==> src/rtl/frame_buffer_scheduler_if.sv <==
// Bundle of every non-clock signal of frame_buffer_scheduler.
// Ports: camera capture (capture_req, cam_*), status (capturing, frame_ready),
// two read requesters (rd_*), and the single-port RAM bus (mem_*).
interface frame_buffer_scheduler_if #(
  parameter int X_WIDTH    = 9,
  parameter int Y_WIDTH    = 8,
  parameter int ADDR_WIDTH = 17,
  parameter int DATA_WIDTH = 16
);
  logic                  capture_req;
  logic                  cam_vsync;
  logic                  cam_valid;
  logic [DATA_WIDTH-1:0] cam_data;
  logic                  capturing;
  logic                  frame_ready;
  logic [1:0]            rd_req;
  logic [X_WIDTH-1:0]    rd_x0;
  logic [X_WIDTH-1:0]    rd_x1;
  logic [Y_WIDTH-1:0]    rd_y0;
  logic [Y_WIDTH-1:0]    rd_y1;
  logic [1:0]            rd_ack;
  logic [DATA_WIDTH-1:0] rd_data;
  logic [ADDR_WIDTH-1:0] mem_addr;
  logic                  mem_we;
  logic [DATA_WIDTH-1:0] mem_wdata;
  logic [DATA_WIDTH-1:0] mem_rdata;

  // The scheduler side
  modport master (
    input  capture_req, cam_vsync, cam_valid, cam_data,
    input  rd_req, rd_x0, rd_x1, rd_y0, rd_y1, mem_rdata,
    output capturing, frame_ready, rd_ack, rd_data,
    output mem_addr, mem_we, mem_wdata
  );

  // The camera / requester / RAM side
  modport slave (
    output capture_req, cam_vsync, cam_valid, cam_data,
    output rd_req, rd_x0, rd_x1, rd_y0, rd_y1, mem_rdata,
    input  capturing, frame_ready, rd_ack, rd_data,
    input  mem_addr, mem_we, mem_wdata
  );
endinterface

==> src/rtl/frame_buffer_scheduler.sv <==
// Sole owner of the single-port frame buffer RAM: captures one camera frame
// per request and serves two (x,y) read ports in the gaps between writes.
// Ports: clk, rst (async, active-high), bus (frame_buffer_scheduler_if.master).
// Writes are issued combinationally in the cam_valid cycle; reads are granted
// in cycle G (address out) and acknowledged with data in G+1.
module frame_buffer_scheduler #(
  parameter int X_COUNT    = 320,
  parameter int Y_COUNT    = 240,
  parameter int X_WIDTH    = 9,
  parameter int Y_WIDTH    = 8,
  parameter int ADDR_WIDTH = 17,
  parameter int DATA_WIDTH = 16
) (
  input logic                     clk,
  input logic                     rst,
  frame_buffer_scheduler_if.master bus
);
  localparam int                    SIZE = X_COUNT * Y_COUNT;
  localparam logic [ADDR_WIDTH-1:0] LAST = ADDR_WIDTH'(SIZE - 1);

  typedef enum logic [1:0] {IDLE, ARMED, CAPTURE, DONE} state_t;

  state_t                state, state_nxt;
  logic                  vsync_q;
  logic                  vsync_rise;
  logic [ADDR_WIDTH-1:0] widx, widx_nxt, wr_addr;
  logic                  wr;
  logic [ADDR_WIDTH-1:0] addr_q;
  logic [DATA_WIDTH-1:0] wdata_q;
  logic [1:0]            ack_q;
  logic                  oob_q;
  logic                  favour1;
  logic [1:0]            elig, grant;
  logic [X_WIDTH-1:0]    gx;
  logic [Y_WIDTH-1:0]    gy;
  logic                  in_range;
  logic [ADDR_WIDTH-1:0] rd_addr;
  logic [ADDR_WIDTH-1:0] mem_addr_c;
  logic [DATA_WIDTH-1:0] mem_wdata_c;

  assign vsync_rise = bus.cam_vsync & ~vsync_q;

  always_ff @(posedge clk or posedge rst) begin
    if (rst) state <= IDLE;
    else     state <= state_nxt;
  end

  // Next state, write index and the write strobe
  always_comb begin
    state_nxt = state;
    widx_nxt  = widx;
    wr_addr   = widx;
    wr        = 1'b0;
    case (state)
      IDLE:    if (bus.capture_req) state_nxt = ARMED;
      ARMED:   if (vsync_rise) begin
                 state_nxt = CAPTURE;
                 widx_nxt  = '0;
               end
      CAPTURE: begin
        // A vsync edge mid-frame resynchronises; a pixel in the same cycle
        // lands at address 0.
        if (vsync_rise) begin
          wr_addr  = '0;
          widx_nxt = '0;
        end
        if (bus.cam_valid) begin
          wr = 1'b1;
          if (wr_addr == LAST) begin
            state_nxt = DONE;
            widx_nxt  = '0;
          end else begin
            widx_nxt = wr_addr + ADDR_WIDTH'(1);
          end
        end
      end
      DONE:    if (bus.capture_req) state_nxt = ARMED;
      default: state_nxt = IDLE;
    endcase
  end

  // Read arbitration: writes always win; a port whose ack is pending is masked.
  always_comb begin
    elig  = bus.rd_req & ~ack_q;
    grant = 2'b00;
    if (!rst && !wr) begin
      if (elig == 2'b11) grant = favour1 ? 2'b10 : 2'b01;
      else               grant = elig;
    end
    gx       = grant[1] ? bus.rd_x1 : bus.rd_x0;
    gy       = grant[1] ? bus.rd_y1 : bus.rd_y0;
    in_range = (int'(gx) < X_COUNT) && (int'(gy) < Y_COUNT);
    rd_addr  = ADDR_WIDTH'(gy) * ADDR_WIDTH'(X_COUNT) + ADDR_WIDTH'(gx);
  end

  // RAM bus: address and write data hold their last driven value when idle.
  always_comb begin
    mem_addr_c  = addr_q;
    mem_wdata_c = wdata_q;
    if (wr) begin
      mem_addr_c  = wr_addr;
      mem_wdata_c = bus.cam_data;
    end else if ((|grant) && in_range) begin
      mem_addr_c = rd_addr;
    end
  end

  always_ff @(posedge clk or posedge rst) begin
    if (rst) begin
      vsync_q <= 1'b0;
      widx    <= '0;
      addr_q  <= '0;
      wdata_q <= '0;
      ack_q   <= 2'b00;
      oob_q   <= 1'b0;
      favour1 <= 1'b0;
    end else begin
      vsync_q <= bus.cam_vsync;
      widx    <= widx_nxt;
      addr_q  <= mem_addr_c;
      wdata_q <= mem_wdata_c;
      ack_q   <= grant;
      oob_q   <= (|grant) && !in_range;
      // The tie pointer only moves when a tie is actually resolved, so the
      // loser of one tie is guaranteed to win the next one.
      if (elig == 2'b11 && (|grant)) favour1 <= grant[0];
    end
  end

  assign bus.mem_addr    = mem_addr_c;
  assign bus.mem_wdata   = mem_wdata_c;
  assign bus.mem_we      = wr;
  assign bus.rd_ack      = ack_q;
  assign bus.rd_data     = ((|ack_q) && !oob_q) ? bus.mem_rdata : '0;
  assign bus.capturing   = (state == ARMED) || (state == CAPTURE);
  // Drops in the very cycle a new capture is requested.
  assign bus.frame_ready = (state == DONE) && !bus.capture_req;
endmodule

==> src/flat_wrapper.sv <==
// flat-port wrapper written by rule: the top's interface ports become plain ports
module frame_buffer_scheduler_flat 
#(
  parameter int X_COUNT    = 320,
  parameter int Y_COUNT    = 240,
  parameter int X_WIDTH    = 9,
  parameter int Y_WIDTH    = 8,
  parameter int ADDR_WIDTH = 17,
  parameter int DATA_WIDTH = 16
)
  (clk, rst, bus_capture_req, bus_cam_vsync, bus_cam_valid, bus_cam_data, bus_rd_req, bus_rd_x0, bus_rd_x1, bus_rd_y0, bus_rd_y1, bus_mem_rdata, bus_capturing, bus_frame_ready, bus_rd_ack, bus_rd_data, bus_mem_addr, bus_mem_we, bus_mem_wdata);
  frame_buffer_scheduler_if #(.X_WIDTH(X_WIDTH), .Y_WIDTH(Y_WIDTH), .ADDR_WIDTH(ADDR_WIDTH), .DATA_WIDTH(DATA_WIDTH)) bus_i ();
  input logic clk;
  input logic rst;
  input wire logic [$bits(bus_i.capture_req)-1:0] bus_capture_req;
  input wire logic [$bits(bus_i.cam_vsync)-1:0] bus_cam_vsync;
  input wire logic [$bits(bus_i.cam_valid)-1:0] bus_cam_valid;
  input wire logic [$bits(bus_i.cam_data)-1:0] bus_cam_data;
  input wire logic [$bits(bus_i.rd_req)-1:0] bus_rd_req;
  input wire logic [$bits(bus_i.rd_x0)-1:0] bus_rd_x0;
  input wire logic [$bits(bus_i.rd_x1)-1:0] bus_rd_x1;
  input wire logic [$bits(bus_i.rd_y0)-1:0] bus_rd_y0;
  input wire logic [$bits(bus_i.rd_y1)-1:0] bus_rd_y1;
  input wire logic [$bits(bus_i.mem_rdata)-1:0] bus_mem_rdata;
  output wire logic [$bits(bus_i.capturing)-1:0] bus_capturing;
  output wire logic [$bits(bus_i.frame_ready)-1:0] bus_frame_ready;
  output wire logic [$bits(bus_i.rd_ack)-1:0] bus_rd_ack;
  output wire logic [$bits(bus_i.rd_data)-1:0] bus_rd_data;
  output wire logic [$bits(bus_i.mem_addr)-1:0] bus_mem_addr;
  output wire logic [$bits(bus_i.mem_we)-1:0] bus_mem_we;
  output wire logic [$bits(bus_i.mem_wdata)-1:0] bus_mem_wdata;
  assign bus_i.capture_req = bus_capture_req;
  assign bus_i.cam_vsync = bus_cam_vsync;
  assign bus_i.cam_valid = bus_cam_valid;
  assign bus_i.cam_data = bus_cam_data;
  assign bus_i.rd_req = bus_rd_req;
  assign bus_i.rd_x0 = bus_rd_x0;
  assign bus_i.rd_x1 = bus_rd_x1;
  assign bus_i.rd_y0 = bus_rd_y0;
  assign bus_i.rd_y1 = bus_rd_y1;
  assign bus_i.mem_rdata = bus_mem_rdata;
  assign bus_capturing = bus_i.capturing;
  assign bus_frame_ready = bus_i.frame_ready;
  assign bus_rd_ack = bus_i.rd_ack;
  assign bus_rd_data = bus_i.rd_data;
  assign bus_mem_addr = bus_i.mem_addr;
  assign bus_mem_we = bus_i.mem_we;
  assign bus_mem_wdata = bus_i.mem_wdata;
  frame_buffer_scheduler #(.X_COUNT(X_COUNT), .Y_COUNT(Y_COUNT), .X_WIDTH(X_WIDTH), .Y_WIDTH(Y_WIDTH), .ADDR_WIDTH(ADDR_WIDTH), .DATA_WIDTH(DATA_WIDTH)) u_core (.clk(clk), .rst(rst), .bus(bus_i));
endmodule
==> config.mk <==
export PLATFORM = sky130hd
export DESIGN_NAME = frame_buffer_scheduler_flat
export DESIGN_NICKNAME = d
export VERILOG_FILES = /design/src/rtl/frame_buffer_scheduler_if.sv /design/src/rtl/frame_buffer_scheduler.sv /design/src/flat_wrapper.sv
export SDC_FILE = /design/constraint.sdc
export NUM_CORES = 1
export LEC_CHECK = 0
export CAP_MARGIN = 15
export CORE_MARGIN = 2
export CORE_UTILIZATION = 50
export DETAILED_ROUTE_END_ITERATION = 7
export PLACE_DENSITY = 0.89
export SLEW_MARGIN = 20
export SYNTH_ARGS = -nofsm -noshare
export SYNTH_HDL_FRONTEND = slang
export SYNTH_SLANG_ARGS = --single-unit
==> constraint.sdc <==
create_clock -name clk -period 12.7 [get_ports clk]
set_clock_uncertainty 0.1 [all_clocks]
set_input_delay 2.54 -clock clk [delete_from_list [all_inputs] [get_ports clk]]
set_output_delay 2.54 -clock clk [all_outputs]
set_load 0.03 [all_outputs]
==> out/results.ini, run 1 <==
[run_status]
status=finished, final reports clean

[setup_path]
rr_worst_depth=17
crit_type=in2out
crit_required_ns=10.06
slowest_stage=o311ai_4
worstPathCellList=clkdlybuf4s50_1, inv_1, o311ai_4, inv_1, nand2_1, nand2_1, ha_1, ha_1, fa_1, a211oi_1, nor2_2, xor2_2, and3_1, a211oi_1, a221o_1, a21oi_1, clkdlybuf4s50_1
max_stage_delay_ns=0.85
worst_ep_arrival_time_ns=7.80
crit_fanout=23
cp-startpoint=bus_rd_req[0]
reg2reg_from=u_core.state[0]
reg2reg_to=u_core.addr_q[16]
reg2reg_slack_ns=8.02
setup.worst_path.end_class=output pin
startpoint_type=input port

[sta]
setup_viol=0
fin_tns_setup_ns=0
slew_headroom_pct=33.3
max_freq_mhz=95.8
final.min_clock_period_ns=10.44
post-route-period-util_pct=82.2
hold_viol=0
rsz0062_at_grt=no
final_max_slew_viol_count=0
tightest_slew_ns=0.998

[clock_tree]
clkSinkCount=57
clockBufferDepth=2
hold_buffers=0
htreeDepth=3
clk_latency_ns=0.34
post_cts_resized=0
numCtsBuffers=9
cts_tree=built
cts.clk_slew.worst_paths_ns=0.06
cts_root_buf=clkbuf_8
cts_setup_buffers=0

[global_routing]
grt-ovfl-total=0
grt_usage_pct=26.8
first_global_vias=3693
antenna_found_initial=0
grt_max_degree=58
grt_pass1_wl_um=17600

[job]
maxCapViolCount=0

[logic_synthesis]
avgSynthCellArea_um2=8.37
synth_top_area_share_pct=38.7
synth_area_leaders=dfrtp_1 (39%), nand2_1 (11%), ha_1 (5.8%)
synthFlopType=dfrtp_1
ys_ff_latch=57
syn_area_um2=3680
synthesis.nets=532
netlist_instances=440
synth_cell_type_count=56
synthTopCellsByCount=nand2_1 (111), dfrtp_1 (57), o21ai_1 (40)
yosysTopAreaCell=dfrtp_1
synth_edf_count=0
synth_most_common_cell=nand2_1
yosysSeqAreaShare_pct=38.7
yosysWarnings=0
ys_async_sr_fraction_pct=100

[power_and_ir_drop]
peakVddDrop_mv=0.223
p_per_area_nw_per_um2=207
p_leak_nw=2.28
report.power.total_mw=1.08

[placed_design]
place_congestion=0.908
io_buffers=126
hpwl_um=7990

[layout]
nets=654
multi_input_area_um2=2140
diodes=0
num-fill-cells=522
seqCellArea_um2=1430
area_delta_synth_final_pct=41.2
drive_gt1_share_pct=6.19

[floorplanning]
rows=31
coreArea_um2=7180
io_pins=127
start_util_pct=51.3
die_area_um2=8070
die_h_um=89.8
die_w_um=89.8

[hold_path]
hold_depth=2
hp-start=u_core.wdata_q[11]
hold_path.class=reg2reg
min_to=u_core.wdata_q[11]

[route]
wl_per_cell_um=15.9
num_vias=3631
routed_wirelength_um=10600
first_iter_violations=230
avgViaCountPerCell=5.47
drc=0
antenna_left=0
firstDrtPassIters=5

-- how the worst max path moves through the flow --
stage | cells after the start | end
final | 17 | bus_mem_addr[16]
after global routing | 17 | bus_mem_addr[16]
after CTS | 17 | bus_mem_addr[16]
after detailed placement | 17 | bus_mem_addr[16]
after global placement | 17 | bus_mem_addr[16]
after floorplan | 16 | bus_mem_addr[16]
-- final cells by class --
cell class	count	share of cell area (%)
tap	99	2.38
timing repair buffer	129	24.7
sequential	57	27.4
inverter	12	0.866
clock inverter	4	0.866
clock buffer	10	2.65
multi-input combinational	353	41.1
-- per-stage QoR --
stage / utilization [%] / setup WS, ns / instances / area (um^2) / hold WS (ns)
floorplan: - / 3.88 / 440 / 3680 / 0.339
global placement: 69.9 / 2.52 / 650 / 5020 / 0.354
detailed placement: 69.9 / 2.32 / 650 / 5020 / 0.363
CTS: 72.5 / 2.29 / 664 / 5200 / 0.378
global route: 72.5 / 2.01 / 664 / 5200 / 0.401
finish: 72.5 / 2.26 / 664 / 5200 / 0.378
-- kinds of logic (layout without fill, tap and decap cells) --
group / after synthesis / count (layout) / synth area share (%)
xor+xnor: 15 / 15 / 3.97
compound gates: 101 / 101 / 17.3
buf+inv: 30 / 155 / 3.23
simple gates: 205 / 205 / 26.1
fa+ha+maj: 19 / 19 / 6.86
mux: 13 / 13 / 3.84
flops: 57 / 57 / 38.7
-- worst max-delay path, delay by kind of cell --
family	cells	cell delay, ns
AOI/OAI and AO/OA	5	1.83
adders and majority gates	3	0.95
xor gates and xnor gates	1	0.21
buffers and inverters	4	1.62
and+or+nand+nor	4	0.64
-- registers in the layout, indices dropped and copies added, names as in the netlist --
register / count
u_core.vsync_q: 1
u_core.bus.rd_ack: 2
u_core.favour1: 1
u_core.widx: 17
u_core.oob_q: 1
u_core.wdata_q: 16
u_core.state: 2
u_core.addr_q: 17
-- routing by layer --
metal,global-route usage (%),vias up,wire length (um)
met2,46.7,137,5340
li1,-,1761,-
met1,33.6,1720,4490
met4,9.23,0,153
met5,0,-,0
met3,4.95,13,565
-- cell usage in the layout (no fill, tap or decap), drive strengths merged, types with 2 or more instances in the layout --
cell           Yosys  final
a211oi             2      2
a21o               3      3
a21oi             19     19
a22o               9      9
a31oi              3      3
and2              22     22
buf               10      3
clkbuf             8     10
clkdlybuf4s50      0    126
clkinv             2      5
dfrtp             57     57
fa                 2      2
ha                17     17
inv               10     10
mux2               6      6
mux2i              7      7
nand2            111    111
nand2b             6      6
nand3             14     14
nand3b             2      2
nand4              7      7
nor2              25     25
nor2b              7      7
nor3               2      2
nor3b              2      2
nor4               2      2
o21ai             50     50
o311ai             2      2
o31ai              5      5
xnor2              8      8
xor2               7      7
-- power breakdown --
part	internal, mW	switching, mW	leakage, nW
Sequential	0.243	0.0302	0.731
Combinational	0.251	0.389	1.45
Clock	0.0926	0.0696	0.0978
Total	0.587	0.488	2.28
(Power assumes the default switching activity.)
==> inputs of run 2 (changes only) <==
--- a/config.mk
+++ b/config.mk
@@ -7,9 +7,9 @@
 export LEC_CHECK = 0
 export CAP_MARGIN = 15
 export CORE_MARGIN = 2
-export CORE_UTILIZATION = 50
+export CORE_UTILIZATION = 42
 export DETAILED_ROUTE_END_ITERATION = 7
-export PLACE_DENSITY = 0.89
+export PLACE_DENSITY = 0.8
 export SLEW_MARGIN = 20
 export SYNTH_ARGS = -nofsm -noshare
 export SYNTH_HDL_FRONTEND = slang
==> constraint.sdc (replaced) <==
create_clock -name clk -period 9.5 [get_ports clk]
set_clock_uncertainty 0.1 [all_clocks]
set_input_delay 1.9 -clock clk [delete_from_list [all_inputs] [get_ports clk]]
set_output_delay 1.9 -clock clk [all_outputs]
set_load 0.03 [all_outputs]
==> run 2 against run 1 <==
- power is 37% higher
- register-to-register slack worse by 2.9 ns
- sequential share of layout area is 0.32 points lower
- wire length is 0.14% lower
- sequential cell count stayed put
- die area is 18% higher
- critical path type unchanged
==> out/results.ini, run 2 (synthesized netlist as in run 1, its figures left out) <==
[clock_tree]
hold_buffers=0  ; unchanged
cts.clk_slew.worst_paths_ns=0.07  ; about the same
cts_root_buf=clkbuf_8
clockBufferDepth=2  ; unchanged
cts_tree=built
numCtsBuffers=9  ; unchanged
post_cts_resized=0  ; unchanged
clkSinkCount=57  ; unchanged
clk_latency_ns=0.33  ; about the same
htreeDepth=3  ; unchanged
cts_setup_buffers=0  ; unchanged

[setup_path]
worst_ep_arrival_time_ns=6.56  ; -1.24 ns
crit_fanout=17  ; -26%
crit_type=in2out
crit_required_ns=7.50  ; -2.56 ns
setup.worst_path.end_class=output pin
reg2reg_slack_ns=5.12  ; -2.90 ns
startpoint_type=input port

[floorplanning]
die_area_um2=9540  ; +18%
io_pins=127  ; unchanged
coreArea_um2=8590  ; +20%
die_w_um=97.7  ; +8.7%
die_h_um=97.7  ; +8.7%
rows=34  ; +9.7%
start_util_pct=42.9  ; -8.5 points

[sta]
post-route-period-util_pct=90.1
final.min_clock_period_ns=8.56
final_max_slew_viol_count=0  ; unchanged
worst_slack_ns=0.943  ; -1.32 ns
slew_headroom_pct=51.6  ; +18 points
setup_viol=0  ; unchanged
rsz0062_at_grt=no
max_freq_mhz=117
tightest_slew_ns=0.726  ; -0.272 ns
fin_tns_setup_ns=0  ; unchanged
hold_viol=0  ; unchanged

[route]
num_vias=3588  ; -1.2%
first_iter_violations=246  ; +7.0%
drc=0  ; unchanged
antenna_left=0  ; unchanged
routed_wirelength_um=10500  ; -0.14%
avgViaCountPerCell=5.31  ; -2.9%
firstDrtPassIters=5  ; unchanged
wl_per_cell_um=15.6  ; -1.9%

[layout]
reg_top3=u_core.addr_q x17, u_core.widx x17, u_core.wdata_q x16
layout_common_cells=clkdlybuf4s50_1 (126), nand2_1 (111), dfrtp_1 (57), o21ai_1 (40), nor2_1 (23)
diodes=0  ; unchanged
drive_gt1_share_pct=6.51  ; +0.32 points
nets=655  ; +0.15%
area_delta_synth_final_pct=42.9
num-fill-cells=744  ; +43%
final_common_cell=clkdlybuf4s50_1

[job]
maxCapViolCount=0  ; unchanged

[global_routing]
first_global_vias=3562  ; -3.5%
grtUsageMet1_pct=29.0  ; -4.6 points
grt_usage_pct=22.6  ; -4.2 points
met2_usage_pct=39.2  ; -7.5 points
grt_max_degree=58  ; unchanged
grt_pass1_wl_um=17600  ; -0.11%
grt-ovfl-total=0  ; unchanged
grtUsageMet3_pct=4.68  ; -0.27 points
top_usage_layer=met2
antenna_found_initial=0  ; unchanged

[placed_design]
place_congestion=0.911  ; +0.37%
io_buffers=126  ; unchanged
hpwl_um=8040  ; +0.68%
pre_cts_ws_ns=0.962  ; -1.36 ns

[power_and_ir_drop]
peakVddDrop_mv=0.231  ; +3.7%
p_leak_nw=2.30  ; +0.80%
p_per_area_nw_per_um2=280  ; +36%

[hold_path]
hold_path.class=reg2reg

[run_status]
status=finished, final reports clean

## run 2: metal layers
metal,part of all wire [%],vias up
met5,0,-
met3,6.5,9
met4,0.73,0
met2,49,149
li1,-,1762
met1,43,1668
## run 2: path summary, 6_finish.rpt
path	startpoint	endpoint	depth (start not counted)
min in group asynchronous	rst	u_core.wdata_q[6]	3
worst max register to register	u_core.state[0]	u_core.addr_q[16]	17
worst max-delay path	bus_cam_valid	bus_mem_addr[16]	17
worst min-delay path	u_core.wdata_q[9]	u_core.wdata_q[9]	2
worst min register to register	u_core.wdata_q[9]	u_core.wdata_q[9]	2
max in group asynchronous	rst	u_core.addr_q[16]	3
## run 2: stage by stage
| step | hold WS (ns) | instance area (um^2) | power [mW] | utilization, % | cells |
|---|---|---|---|---|---|
| 6_report | 0.376 | 5260 | 1.48 | 61.3 | 676 |
| 5_1_grt | 0.398 | 5260 | 1.57 | 61.3 | 676 |
| 3_3_place_gp | 0.355 | 5040 | 1.20 | 58.6 | 660 |
| 4_1_cts | 0.376 | 5260 | 1.48 | 61.3 | 676 |
| 3_5_place_dp | 0.360 | 5040 | 1.22 | 58.6 | 660 |
| 2_1_floorplan | 0.339 | 3680 | 0.910 | - | 440 |
## run 2: worst max-delay path, cell delays in order
cell and delay, ns:
clkdlybuf4s50_1 0.45, a21oi_2 0.37, o311ai_4 0.22, buf_4 0.26, nand2_1 0.09, nand2_1 0.12, ha_1 0.30, ha_1 0.22
fa_1 0.40, a211oi_1 0.34, nor2_2 0.10, xor2_2 0.19, and3_1 0.26, a211oi_1 0.09, a221o_1 0.37, a21oi_1 0.16
clkdlybuf4s50_1 0.70
## run 2: cell type report
class                           instances  area, um^2  area share [%]
Tap cell                              108         135            2.57
Multi-Input combinational cell        353        2140            40.6
Clock buffer                           10         138            2.61
Timing Repair Buffer                  130        1290            24.5
Sequential cell                        57        1430            27.1
Inverter                               12        45.0           0.856
Clock inverter                          6        90.1            1.71
## run 2: power by group
group,total (mW),internal (mW),switching (mW)
Clock,0.257,0.156,0.101
Sequential,0.365,0.325,0.0403
Combinational,0.854,0.337,0.517
